[config.mk]
export PLATFORM = sky130hd
export DESIGN_NAME = count_seg_driver
export DESIGN_NICKNAME = d
export VERILOG_FILES = /design/src/rtl/count_seg_driver_pkg.sv /design/src/rtl/count_seg_driver_hex_to_seg7.sv /design/src/rtl/count_seg_driver.sv
export SDC_FILE = /design/constraint.sdc
export NUM_CORES = 1
export LEC_CHECK = 0
export ABC_AREA = 1
export CELL_PAD_IN_SITES_DETAIL_PLACEMENT = 1
export CELL_PAD_IN_SITES_GLOBAL_PLACEMENT = 1
export CORE_UTILIZATION = 50
export CTS_BUF_LIST = sky130_fd_sc_hd__clkbuf_8
export DETAILED_ROUTE_END_ITERATION = 8
export DONT_BUFFER_PORTS = 1
export GPL_ROUTABILITY_DRIVEN = 0
export PLACE_DENSITY_LB_ADDON = 0.1
export SLEW_MARGIN = 10
export SYNTH_ARGS = -nofsm -noshare
export SYNTH_HDL_FRONTEND = slang
export SYNTH_HIERARCHICAL = 1
export SYNTH_SLANG_ARGS = --single-unit
[constraint.sdc]
create_clock -name clk -period 3 [get_ports clk]
set_input_delay 0.6 -clock clk [delete_from_list [all_inputs] [get_ports clk]]
set_output_delay 0.6 -clock clk [all_outputs]
set_load 0.005 [all_outputs]
[src/rtl/count_seg_driver_pkg.sv]
// Shared types and constants for the two-digit hex 7-segment driver.
// This package holds the digit-state enum, the digit-enable codes and the nibble-to-segment table.
package count_seg_pkg;

    typedef enum logic {
        DIG_LO = 1'b0,
        DIG_HI = 1'b1
    } dig_state_t;

    localparam logic [1:0] DIG_SEL_BLANK = 2'b00;
    localparam logic [1:0] DIG_SEL_LO    = 2'b01;
    localparam logic [1:0] DIG_SEL_HI    = 2'b10;

    // Entry n holds the segments for hex digit n. Bit 0 is segment a and bit 6 is segment g.
    localparam logic [15:0][6:0] HEX_SEG_TABLE = {
        7'h71, 7'h79, 7'h5E, 7'h39, 7'h7C, 7'h77, 7'h6F, 7'h7F,
        7'h07, 7'h7D, 7'h6D, 7'h66, 7'h4F, 7'h5B, 7'h06, 7'h3F
    };

endpackage

[src/rtl/count_seg_driver_hex_to_seg7.sv]
// Combinational decoder from a hex nibble to active-high 7-segment pattern (a..g).
module hex_to_seg7
    import count_seg_pkg::*;
(
    input  logic [3:0] i_nibble,
    output logic [6:0] o_seg
);

    generate
        for (genvar gi = 0; gi < 7; gi++) begin : g_seg_bit
            assign o_seg[gi] = HEX_SEG_TABLE[i_nibble][gi];
        end
    endgenerate

endmodule

[src/rtl/count_seg_driver.sv]
// Snapshots an 8-bit count and scans it as two hex digits on a multiplexed 7-seg display.
// Optional: define LEADING_ZERO_BLANK_EN to blank the high digit when its nibble is zero.
module count_seg_driver
    import count_seg_pkg::*;
#(
    parameter int REFRESH_DIV = 1024,
    parameter int BLANK_CYC   = 8
) (
    input  logic       clk,
    input  logic       rst,
    input  logic [7:0] count,
    input  logic       count_valid,
    input  logic       freeze,
    output logic [6:0] seg,
    output logic [1:0] dig_sel,
    output logic       dp,
    output logic       snap_ack
);

    localparam int              CNT_W   = $clog2(REFRESH_DIV);
    localparam logic [CNT_W-1:0] CNT_MAX = CNT_W'(REFRESH_DIV - 1);

    logic [CNT_W-1:0] r_cnt;
    dig_state_t       r_state;
    logic [7:0]       r_snap;
    logic [7:0]       r_disp;
    logic [6:0]       r_seg;
    logic [1:0]       r_dig_sel;
    logic             r_dp;
    logic             r_snap_ack;

    dig_state_t       w_state_next;
    logic             w_wrap;
    logic             w_capture;
    logic             w_blank;
    logic             w_hi_suppress;
    logic [3:0]       w_nibble;
    logic [6:0]       w_hex_seg;
    logic [6:0]       w_seg_next;
    logic [1:0]       w_dig_sel_next;
    logic             w_dp_next;

    // An explicit compare against the terminal count lets REFRESH_DIV be a non-power-of-two value.
    assign w_wrap    = (r_cnt == CNT_MAX);
    assign w_capture = count_valid && !freeze;
    assign w_blank   = (int'(r_cnt) < BLANK_CYC);
    assign w_nibble  = (r_state == DIG_HI) ? r_disp[7:4] : r_disp[3:0];

`ifdef LEADING_ZERO_BLANK_EN
    assign w_hi_suppress = (r_disp[7:4] == 4'h0);
`else
    assign w_hi_suppress = 1'b0;
`endif

    hex_to_seg7 u_hex_to_seg7 (
        .i_nibble (w_nibble),
        .o_seg    (w_hex_seg)
    );

    always_ff @(posedge clk) begin
        if (rst) begin
            r_cnt <= '0;
        end else if (w_wrap) begin
            r_cnt <= '0;
        end else begin
            r_cnt <= r_cnt + 1'b1;
        end
    end

    always_ff @(posedge clk) begin
        if (rst) begin
            r_state <= DIG_LO;
        end else begin
            r_state <= w_state_next;
        end
    end

    always_comb begin
        w_state_next = r_state;
        if (w_wrap) begin
            w_state_next = (r_state == DIG_LO) ? DIG_HI : DIG_LO;
        end
    end

    // The display copy updates only at frame boundaries. A capture on the same edge appears one frame later.
    always_ff @(posedge clk) begin
        if (rst) begin
            r_snap     <= '0;
            r_disp     <= '0;
            r_snap_ack <= 1'b0;
        end else begin
            r_snap_ack <= w_capture;
            if (w_capture) begin
                r_snap <= count;
            end
            if (w_wrap && (r_state == DIG_HI)) begin
                r_disp <= r_snap;
            end
        end
    end

    always_comb begin
        w_seg_next     = '0;
        w_dig_sel_next = DIG_SEL_BLANK;
        w_dp_next      = 1'b0;
        if (!w_blank) begin
            if (r_state == DIG_LO) begin
                w_dig_sel_next = DIG_SEL_LO;
                w_seg_next     = w_hex_seg;
                w_dp_next      = freeze;
            end else if (!w_hi_suppress) begin
                w_dig_sel_next = DIG_SEL_HI;
                w_seg_next     = w_hex_seg;
            end
        end
    end

    always_ff @(posedge clk) begin
        if (rst) begin
            r_seg     <= '0;
            r_dig_sel <= DIG_SEL_BLANK;
            r_dp      <= 1'b0;
        end else begin
            r_seg     <= w_seg_next;
            r_dig_sel <= w_dig_sel_next;
            r_dp      <= w_dp_next;
        end
    end

    assign seg      = r_seg;
    assign dig_sel  = r_dig_sel;
    assign dp       = r_dp;
    assign snap_ack = r_snap_ack;

endmodule

# Word-level counts from Yosys, hierarchy flattened
# Memory sizes are Yosys's and may differ from the RTL's. A register that Yosys moved wholly into a read port is not among the register bits.
# Index checks and enable logic that the tools add are counted.
dict set report totals {
  ff_bits 31
  rom_bits 112
  in_bits 12
  out_inout_bits 11
  wordCells 20
  memories 1
}
# name depth width rd rd_ports_with_merged_regs wr line
set mem_list {}
lappend mem_list {{(no name shown)} 16 7 1 1 0 count_seg_driver_hex_to_seg7.sv:11} ;# assign o_seg[gi] = HEX_SEG_TABLE[i_nibble][gi];
dict set report classes {
  add_sub_neg 1
  order_cmp 1
  eq_ne 1
  mux 3
  reduce_logical 6
}
# cell n
set ops {}
lappend ops {{$add 10x1->10 const B} 1}
lappend ops {{$eq 10x10->1 const B} 1}
lappend ops {{$lt 10x4->1 const B} 1}
lappend ops {{$mux 4} 1}
lappend ops {{$reduce_or 2->1} 2}
lappend ops {{$reduce_or 3->1} 1}
lappend ops {{$logic_and 1x1->1} 2}
lappend ops {{$mux 2} 1}
lappend ops {{$logic_not 1->1} 1}
lappend ops {{$mux 1} 1}

# Logic depth before layout (Yosys ltp)
# Gate-level depths: netlist of run 1.
dict set report depth {
  word_depth 2
  mapped_depth 12
  mapped_depth_nobuf 11
}

# By module
# The synthesis of run 1 kept the hierarchy.
# mod n_inst cells_per_inst area_per_inst_um2 seq_area_each_um2
set modules_own_cells {}
lappend modules_own_cells {count_seg_driver 1 191 1470.2 760.7}
lappend modules_own_cells {hex_to_seg7 1 52 270.3 0.0}

# Worst setup path before layout of run 1
# Ideal clock, no wire load.
dict set report synth_path {
  path_type {reg-to-reg}
  startpoint {register r_state}
  endpoint {register r_seg[3], in the netlist seg[3]}
  setup_ns 0.127
  arrival_ns 1.674
  t_required_ns 2.873
  setup_slack_ns 1.199
  stages_incl_launch_ff 11
  path_buffers 1
  period_less_slack_ns 1.801
  path_cell_list {dfxtp_1 clkbuf_1 o21ai_0 inv_1 ha_1 nand2_1 o21ai_0 nand2_1 nand2_1 inv_1 nor2_1}
}
dict set report synth_between {
  elab_chain_len 1
}
# item line
set synth_lines {}
lappend synth_lines {{from (decl)} count_seg_driver.sv:24} ;# dig_state_t r_state;
lappend synth_lines {{from (signal assigned)} count_seg_driver.sv:74} ;# r_state <= w_state_next;
lappend synth_lines {{$mux 4} count_seg_driver.sv:47} ;# assign w_nibble = (r_state == DIG_HI) ? r_disp[7:4] : r_disp[3:0];
lappend synth_lines {{net w_nibble[1]} count_seg_driver.sv:37} ;# logic [3:0] w_nibble;
lappend synth_lines {{to (decl)} count_seg_driver.sv:27} ;# logic [6:0] r_seg;
# The timed path passes the listed nets, and every way through them passes these cells.
# A chain may end at the register's enable or synchronous reset.

# Final worst setup path of run 1
# Ends and elaborated chain as after synthesis.

==> results of run 1 <==
worst paths after layout:
path	slack [ns]	from	depth (start not counted)	end
hold reg to reg	0.47	r_cnt[0]$_SDFF_PP0_	1	r_cnt[0]$_SDFF_PP0_
setup reg to reg	1.03	r_state$_SDFFE_PP0N_	9	seg[3]$_SDFF_PP0_
hold / removal	0.37	rst	1	snap_ack$_SDFF_PP0_
setup / recovery	1.03	r_state$_SDFFE_PP0N_	9	seg[3]$_SDFF_PP0_
Yosys cell counts (2+ instances only):
master / number
a21oi_1: 2
buf_2: 2
dfxtp_1: 38
ha_1: 8
inv_1: 33
inv_2: 2
nand2_1: 59
nand2_2: 4
nand3_1: 10
nor2_1: 54
nor2_2: 2
o21ai_0: 14
xor2_1: 5
routing by layer:
| metal | vias up | global-route usage | part of all wire | wire [um] |
|---|---|---|---|---|
| li1 | 733 | - | - | - |
| met1 | 640 | 0.254 | 0.44 | 1550 |
| met2 | 30 | 0.386 | 0.50 | 1760 |
| met3 | 8 | 0.0704 | 0.040 | 140 |
| met4 | 0 | 0.0747 | 0.017 | 61 |
| met5 | - | 0 | 0 | 0 |
metrics by stage:
stage / utilization / cells
floorplan: - / 243
global placement: 0.531 / 285
detailed placement: 0.531 / 285
CTS: 0.573 / 293
global route: 0.573 / 293
finish: 0.573 / 293
report_power, final:
group / total [mW] / internal [mW] / leakage, nW / switching [mW]
Clock: 0.522 / 0.333 / 0.0683 / 0.189
Sequential: 0.523 / 0.515 / 0.308 / 0.00718
Combinational: 0.0271 / 0.00885 / 0.599 / 0.0182
registers in the layout, summed over array words and instances, names as in the netlist:
register	count
r_snap	8
r_cnt	10
r_state	1
seg	7
dp	1
dig_sel	2
snap_ack	1
r_disp	8
cell families after synthesis:
kind of cell | Yosys count
buf+inv | 40
flops | 38
simple gates | 135
xor+xnor | 5
compound gates | 17
fa+ha+maj | 8
worst register-to-register path, delay by kind of cell, from the launching register on:
kind,cells,cell delay [ns]
and+or+nand+nor,4,0.25
adders and majority gates,1,0.33
buffers and inverters,2,0.24
DFF,1,0.44
AOI/OAI and AO/OA,2,0.60
area by class of cell:
| type | instances | area (sq um) | area share |
|---|---|---|---|
| sequential | 38 | 761 | 0.398 |
| multi-input combinational | 165 | 816 | 0.427 |
| inverter | 35 | 131 | 0.0688 |
| clock buffer | 5 | 68.8 | 0.0360 |
| timing repair buffer | 1 | 7.51 | 0.00393 |
| tap | 46 | 57.6 | 0.0301 |
| clock inverter | 3 | 68.8 | 0.0360 |
==> metrics.txt, run 1 <==
Port Buffer Count 0; Synth area leaders dfxtp_1, nand2_1, nor2_1; pwr dens 561 nW/um^2; Synth area leader dfxtp_1; worst vdd ir 0.464 mV; initial drt markers 72; #FFs+latches synth 38; DRC violations left 0; dpl cell area 1770 sq um; critical path, cell by cell o21ai_0 -> inv_1 -> ha_1 -> nand2_1 -> o21ai_0 -> nand2_1 -> nand2_1 -> inv_1 -> nor2_1; area fraction of the dominant cell type after synthesis 0.437; GRT Util Overall 0.221; clock slew at reported path FFs 0.08 ns; CTS buffer count 5; Max Freq 507 MHz; post-route cell area 1910 sq um; Core ar. 3340 sq um; Final Cycle Share 0.658; routed wire length 3510 um; cell family with most CP delay compound AO/OA/AOI/OAI gates; Largest stage delay, worst path 0.49 ns; WL per Instance 12.0 um; main flop type after synthesis dfxtp_1; Post-synth EDFFs 0; via count 1411; Synth Area in Compound Gates 0.0510; # H-tree levels 2; unrepaired setup endpoints after global routing false; Antenna diodes 0; Hold-fix buffers, CTS 0; outcome completed; largest family of logic cells by synthesized area simple AND/OR/NAND/NOR gates; sequential area share after synthesis 0.437; CP startpoint kind flip-flop; MaxCap Viol Count 0; Initial Util 0.522; Worst Path Arrival 2.15 ns; Synth cell types 23; multiplexer share of the synthesized area 0; die area 3720 sq um; Clock Skew 0.00675 ns; CTS sink count 38; number of I/O pins 23; Final HPWL DP 2620 um; NumNets Final 266; Synth Warn # 6; Syn Nets 263; GR Overflow Total 0; root buffer cell clkbuf_8; Worst EP required 3.17 ns; final hold vios 0; fraction of layout instances using a drive strength above 1 0.0850; Max clock buf depth 2; CP max FO 12; crit path time final 1.97 ns; area grow syn2layout 9.78%; Worst-Margin Slew 0.909 ns; Die Y 61 um; pre-CTS WS 1.05 ns; post-CTS sizing 0; syn avg cell area 7.16 sq um; cell row count 21; Die X 61 um; filler cell count 452; number of global-route vias before repair 1355; vias per std cell 4.82; Power Total 1.07 mW; 1st-pass router iterations 4; Rel. slew slack 0.388; Post-Synth XOR/XNOR Area 0.0252; fraction of the mapped netlist area in adder cells 0.0575; first-pass GRT wire length 5860 um; CTS tree done; slowest CP cell o21ai_0; Syn Std Cell Area 1740 sq um; CP Class flip-flop to flip-flop; asr flop ratio synth 0; Clock Latency Late Sink 0.29 ns; most used cell along the critical path nand2_1; Synth Instances 243; PnR worst setup slack 1.03 ns; antenna violations before repair 0; Final Max Tran Viols 0; Simple-Gate Fraction of Synth Area 0.335; Setup Fix Bufs, Post-CTS 0; final setup vio count 0; antenna-violating nets left 0; setup TNS 0 ns; largest net degree at the start of global routing 21; Fin Hold WS 0.367 ns; Leak Pwr 0.975 nW; most frequent cells in the layout nand2_1, nor2_1, dfxtp_1; commonest non-fill, non-tap cell in the layout nand2_1; Crit. End Element flip-flop; Hold WC Path Type input port to flip-flop; WP buf/inv 2
Power figures use the tool's default switching activity.
==> run 2, diff against run 1 <==
- CORE_UTILIZATION: 50 -> 42
- clock period: 3 -> 1.7 ns (I/O delays scaled with it)
==> run 2 against run 1 <==
Compared with the run above:
- first-iteration DRC count down 61%
- worst hold slack got worse by 0.25 ns
- non-clock buffer count rose by 4
- sequential cell count unchanged
- register-to-register slack lost 0.84 ns
- sequential power rose by 76%
- global-route usage is 3.7 points lower
- critical path depth stayed put
- via count decreased by 3.5%
- critical path type unchanged
- largest power group unchanged
==> metrics.txt, run 2 (synthesis gave the netlist of run 1 again) <==
CP max FO 9 (was 12); Initial Util 0.435 (was 0.522); final setup vio count 0 (unchanged); 1st-pass router iterations 4 (unchanged); root buffer cell clkbuf_8 (unchanged); Final Max Tran Viols 0 (unchanged); # H-tree levels 2 (unchanged); Most flops, register r_cnt (unchanged); antenna violations before repair 0 (unchanged); CTS buffer count 5 (unchanged); Clock Skew 0.00747 ns (was 0.00675 ns); worst vdd ir 0.410 mV (was 0.464 mV); slowest CP cell dfxtp_4 (was o21ai_0); CTS tree done (unchanged); Final Cycle Share 0.891 (was 0.658); first-pass GRT wire length 6110 um (was 5860 um); initial drt markers 28 (was 72); GRT Util Overall 0.183 (was 0.221); clock slew at reported path FFs 0.08 ns (about the same); outcome completed (unchanged); number of I/O pins 23 (unchanged); Clock Latency Late Sink 0.29 ns (about the same); Worst EP required 1.87 ns (was 3.17 ns); CP Class flip-flop to flip-flop (unchanged); Antenna diodes 0 (unchanged); setup TNS 0 ns (unchanged); pwr dens 896 nW/um^2 (was 561 nW/um^2); Hold WC Path Type input port to flip-flop (unchanged); CTS sink count 38 (unchanged); Die Y 66.4 um (was 61 um); Power Total 1.72 mW (was 1.07 mW); number of global-route vias before repair 1401 (was 1355); flip-flop count of the largest register after layout 10 (unchanged); critical path, cell by cell o21ai_1 -> inv_1 -> ha_1 -> nand2_1 -> o21ai_0 -> nand2_1 -> nand2_1 -> inv_1 -> nor2_1 (was o21ai_0 -> inv_1 -> ha_1 -> nand2_1 -> o21ai_0 -> nand2_1 -> nand2_1 -> inv_1 -> nor2_1); Worst-Margin Slew 0.497 ns (was 0.909 ns); crit path time final 1.51 ns (was 1.97 ns); routed wire length 3310 um (was 3510 um); cell row count 23 (was 21); Top Registers r_cnt: 10 flops, r_disp: 8 flops, r_snap: 8 flops (unchanged); most used cell along the critical path nand2_1 (unchanged); Rel. slew slack 0.667 (was 0.388); GR Overflow Total 0 (unchanged); via count 1362 (was 1411); most frequent cells in the layout nand2_1, nor2_1, dfxtp_1 (unchanged); Largest stage delay, worst path 0.37 ns (was 0.49 ns); antenna-violating nets left 0 (unchanged); Core ar. 4000 sq um (was 3340 sq um); largest net degree at the start of global routing 18 (was 21); WP buf/inv 2 (unchanged); CP startpoint kind flip-flop (unchanged); Die X 66.4 um (was 61 um); WL per Instance 11.0 um (was 12.0 um); unrepaired setup endpoints after global routing false (unchanged); fraction of layout instances using a drive strength above 1 0.0996 (was 0.0850); area grow syn2layout 10.4% (was 9.78%); Final HPWL DP 2510 um (was 2620 um); Leak Pwr 0.986 nW (was 0.975 nW); commonest non-fill, non-tap cell in the layout nand2_1 (unchanged); vias per std cell 4.52 (was 4.82); Max clock buf depth 2 (unchanged); Worst Path Arrival 1.68 ns (was 2.15 ns); final hold vios 0 (unchanged); Port Buffer Count 0 (unchanged); Crit. End Element flip-flop (unchanged); Max Freq 660 MHz (was 507 MHz); MaxCap Viol Count 0 (unchanged); die area 4400 sq um (was 3720 sq um); cell family with most CP delay flip-flops (was compound AO/OA/AOI/OAI gates); NumNets Final 270 (was 266); DRC violations left 0 (unchanged)
==> run 2: what timing repair did <==
| action | 4_1_cts | 5_1_grt |
|---|---|---|
| hold endpoints to repair | 0 | 0 |
| hold buffers | 0 | 0 |
| pin swaps | 0 | 0 |
| gates resized for setup | 1 | 2 |
| setup endpoints to repair | 1 | 5 |
| gates cloned | 0 | 0 |
| buffers inserted | 0 | 0 |
==> run 2: layer usage <==
metal | wire [um] | vias up | share of wire | GRT usage
met5 | 0 | - | 0 | 0
met2 | 1600 | 23 | 0.48 | 0.315
met4 | 38 | 0 | 0.011 | 0.0638
met1 | 1550 | 594 | 0.47 | 0.215
met3 | 120 | 5 | 0.036 | 0.0534
li1 | - | 740 | - | -
==> run 2: final cells by class <==
class                      count  area (sq um)
inverter                      35           131
clock inverter                 3          41.3
clock buffer                   5          68.8
fill                         534          2080
multi-input combinational    165           816
sequential                    38           764
timing repair buffer           5          37.5
tap                           50          62.6
==> run 2: worst paths after layout <==
path	to	depth (start not counted)	startpoint	slack (ns)
hold reg to reg	r_cnt[0]$_SDFF_PP0_	1	r_cnt[0]$_SDFF_PP0_	0.46
hold / removal	snap_ack$_SDFF_PP0_	1	rst	0.12
setup reg to reg	seg[3]$_SDFF_PP0_	9	r_state$_SDFFE_PP0N_	0.19
setup / recovery	seg[3]$_SDFF_PP0_	9	r_state$_SDFFE_PP0N_	0.19
==> run 2: power breakdown <==
part	internal (mW)	leakage, nW	total (mW)	switching [mW]
combinational	0.0170	0.621	0.0488	0.0318
clock	0.432	0.0556	0.754	0.322
sequential	0.908	0.309	0.919	0.0109
total	1.36	0.986	1.72	0.365
==> run 2: through the flow <==
stage	hold WS [ns]	std cells	cell area (sq um)	utilization	worst slack (ns)
2_1_floorplan	0.412	243	1740	-	0.0394
3_3_place_gp	0.414	293	1810	0.452	0.112
3_5_place_dp	0.421	293	1810	0.452	0.0182
4_1_cts	0.102	301	1920	0.480	0.0397
5_1_grt	0.105	301	1920	0.480	0.00347
6_report	0.115	301	1920	0.480	0.186
==> run 3, diff against run 2 <==
- clock period: 1.7 -> 1.2 ns (I/O delays scaled with it)
==> run 3 against run 2 <==
Compared with the run above:
- via count rose by 13%
- sequential cell count stayed put
- sequential power rose by 43%
- wire length up 29%
- worst hold slack gained 0.0054 ns
- clock power up 24%
- sequential share of layout area down 7.3 points
- the run now ends with setup timing left
- combinational power rose by 88%
- total power increased by 36%
- critical path type unchanged
- worst setup slack got worse by 0.34 ns
- die area did not move
- first-iteration DRC count grew to 2.5 times the previous value
==> metrics.txt, run 3 (synthesis gave the netlist of run 1 again) <==
Crit. End Element flip-flop (unchanged); 1st-pass router iterations 4 (unchanged); Final Cycle Share 1.13 (was 0.891); flip-flop count of the largest register after layout 10 (unchanged); Die Y 66.4 um (unchanged); Final HPWL DP 2820 um (was 2510 um); DRC violations left 0 (unchanged); flop2flop setup slack -0.16 ns (was 0.19 ns); crit path time final 1.36 ns (was 1.51 ns); Antenna diodes 0 (unchanged); final hold vios 0 (unchanged); Power Total 2.34 mW (was 1.72 mW); Initial Util 0.435 (unchanged); NumNets Final 296 (was 270); outcome finished with violations (was completed); CP Class flip-flop to flip-flop (unchanged); Die X 66.4 um (unchanged); WL per Instance 13.0 um (was 11.0 um); filler cell count 497 (was 534); first-pass GRT wire length 6780 um (was 6110 um); setup TNS -1.27 ns (was 0 ns); Placed Cells 311 (was 293); vias per std cell 4.72 (was 4.52); Worst Path Arrival 1.59 ns (was 1.68 ns); pwr dens 982 nW/um^2 (was 896 nW/um^2); cell row count 23 (unchanged); initial drt markers 71 (was 28); Top Registers r_cnt: 10 flops, r_disp: 8 flops, r_snap: 8 flops (unchanged); CP max FO 4 (was 9); Max clock buf depth 2 (unchanged); Clock Skew 0.0113 ns (was 0.00747 ns); final setup vio count 17 (was 0); GR Overflow Total 0 (unchanged); Max Freq 737 MHz (was 660 MHz); number of global-route vias before repair 1523 (was 1401); area of all sequential standard cells 773 sq um (was 764 sq um); commonest non-fill, non-tap cell in the layout nor2_1 (was nand2_1); # H-tree levels 2 (unchanged); routed wire length 4250 um (was 3310 um); largest net degree at the start of global routing 19 (was 18); via count 1543 (was 1362); Core ar. 4000 sq um (unchanged); Leak Pwr 1.19 nW (was 0.986 nW); CTS sink count 38 (unchanged); clock slew at reported path FFs 0.08 ns (about the same); CTS buffer count 5 (unchanged); fraction of layout instances using a drive strength above 1 0.347 (was 0.0996); failing checks setup timing; antenna violations before repair 0 (unchanged); antenna-violating nets left 0 (unchanged); CTS tree done (unchanged); Port Buffer Count 0 (unchanged); Rel. slew slack 0.838 (was 0.667); Hold WC Path Type input port to flip-flop (unchanged); CP startpoint kind flip-flop (unchanged); Most flops, register r_cnt (unchanged); PnR worst setup slack -0.158 ns (was 0.186 ns); Worst EP required 1.43 ns (was 1.87 ns); area grow syn2layout 36.8% (was 10.4%); Post-Layout Cell Count 327 (was 301); Final Max Tran Viols 0 (unchanged); post-route cell area 2380 sq um (was 1920 sq um); GRT Util Overall 0.207 (was 0.183); most frequent cells in the layout nor2_1, nand2_1, dfxtp_1 (was nand2_1, nor2_1, dfxtp_1); dpl cell area 2050 sq um (was 1810 sq um); unrepaired setup endpoints after global routing true (was false); root buffer cell clkbuf_8 (unchanged); Worst-Margin Slew 0.242 ns (was 0.497 ns); Clock Latency Late Sink 0.29 ns (about the same); area occupied by multi-input gates 1040 sq um (was 816 sq um); die area 4400 sq um (unchanged); MaxCap Viol Count 0 (unchanged); worst vdd ir 0.662 mV (was 0.410 mV); number of I/O pins 23 (unchanged)
[run 3: layout make-up]
cell class | count | area share
clock buffer | 6 | 0.0347
clock inverter | 2 | 0.00525
inverter | 35 | 0.0573
multi-input combinational | 165 | 0.435
sequential | 38 | 0.325
tap | 50 | 0.0263
timing repair buffer | 31 | 0.117
[run 3: worst max-delay path: stages (launching register included)]
cell     delay, ns
dfxtp_1       0.33
inv_1         0.08
o21ai_4       0.21
inv_4         0.08
ha_4          0.27
nand2_2       0.04
o21ai_1       0.06
nand2_1       0.06
nand2_1       0.05
inv_1         0.04
nor2_1        0.08
[run 3: path summary, 6_finish.rpt]
path                                               end  depth (start not counted)                    from
worst max-delay path                 seg[3]$_SDFF_PP0_                         10  r_disp[1]$_SDFFE_PP0P_
worst min-delay path            r_snap[7]$_SDFFE_PP0P_                          2                count[7]
worst max register to register       seg[3]$_SDFF_PP0_                         10  r_disp[1]$_SDFFE_PP0P_
worst min register to register  r_disp[1]$_SDFFE_PP0P_                          2  r_snap[1]$_SDFFE_PP0P_
[run 3: timing repair]
| action | CTS | global route |
|---|---|---|
| gates resized for setup | 13 | 44 |
| setup endpoints to repair | 25 | 28 |
| hold buffers | 0 | 1 |
| setup buffers | 5 | 3 |
| endpoints found under the hold margin | 0 | 1 |
| pin swaps | 8 | 17 |
[run 3: layer usage]
layer | routed length [um] | track usage | vias to the layer above | share of wire
met2 | 2090 | 0.356 | 28 | 0.49
li1 | - | - | 794 | -
met5 | 0 | 0 | - | 0
met3 | 126 | 0.0534 | 4 | 0.030
met1 | 1990 | 0.253 | 717 | 0.47
met4 | 41 | 0.0559 | 0 | 0.0096
[run 3: power by group]
group,internal (mW),switching [mW],total (mW)
combinational,0.0374,0.0545,0.0919
clock,0.462,0.474,0.936
sequential,1.29,0.0237,1.31
total,1.79,0.552,2.34
[run 3: stage by stage]
step	setup WS, ns	utilization	hold WS, ns
3_5_place_dp	-0.262	0.513	0.318
4_1_cts	-0.161	0.555	0.000387
6_report	-0.158	0.595	0.121
5_1_grt	-0.273	0.595	0.115
3_3_place_gp	-0.211	0.513	0.313
2_1_floorplan	-0.196	-	0.312
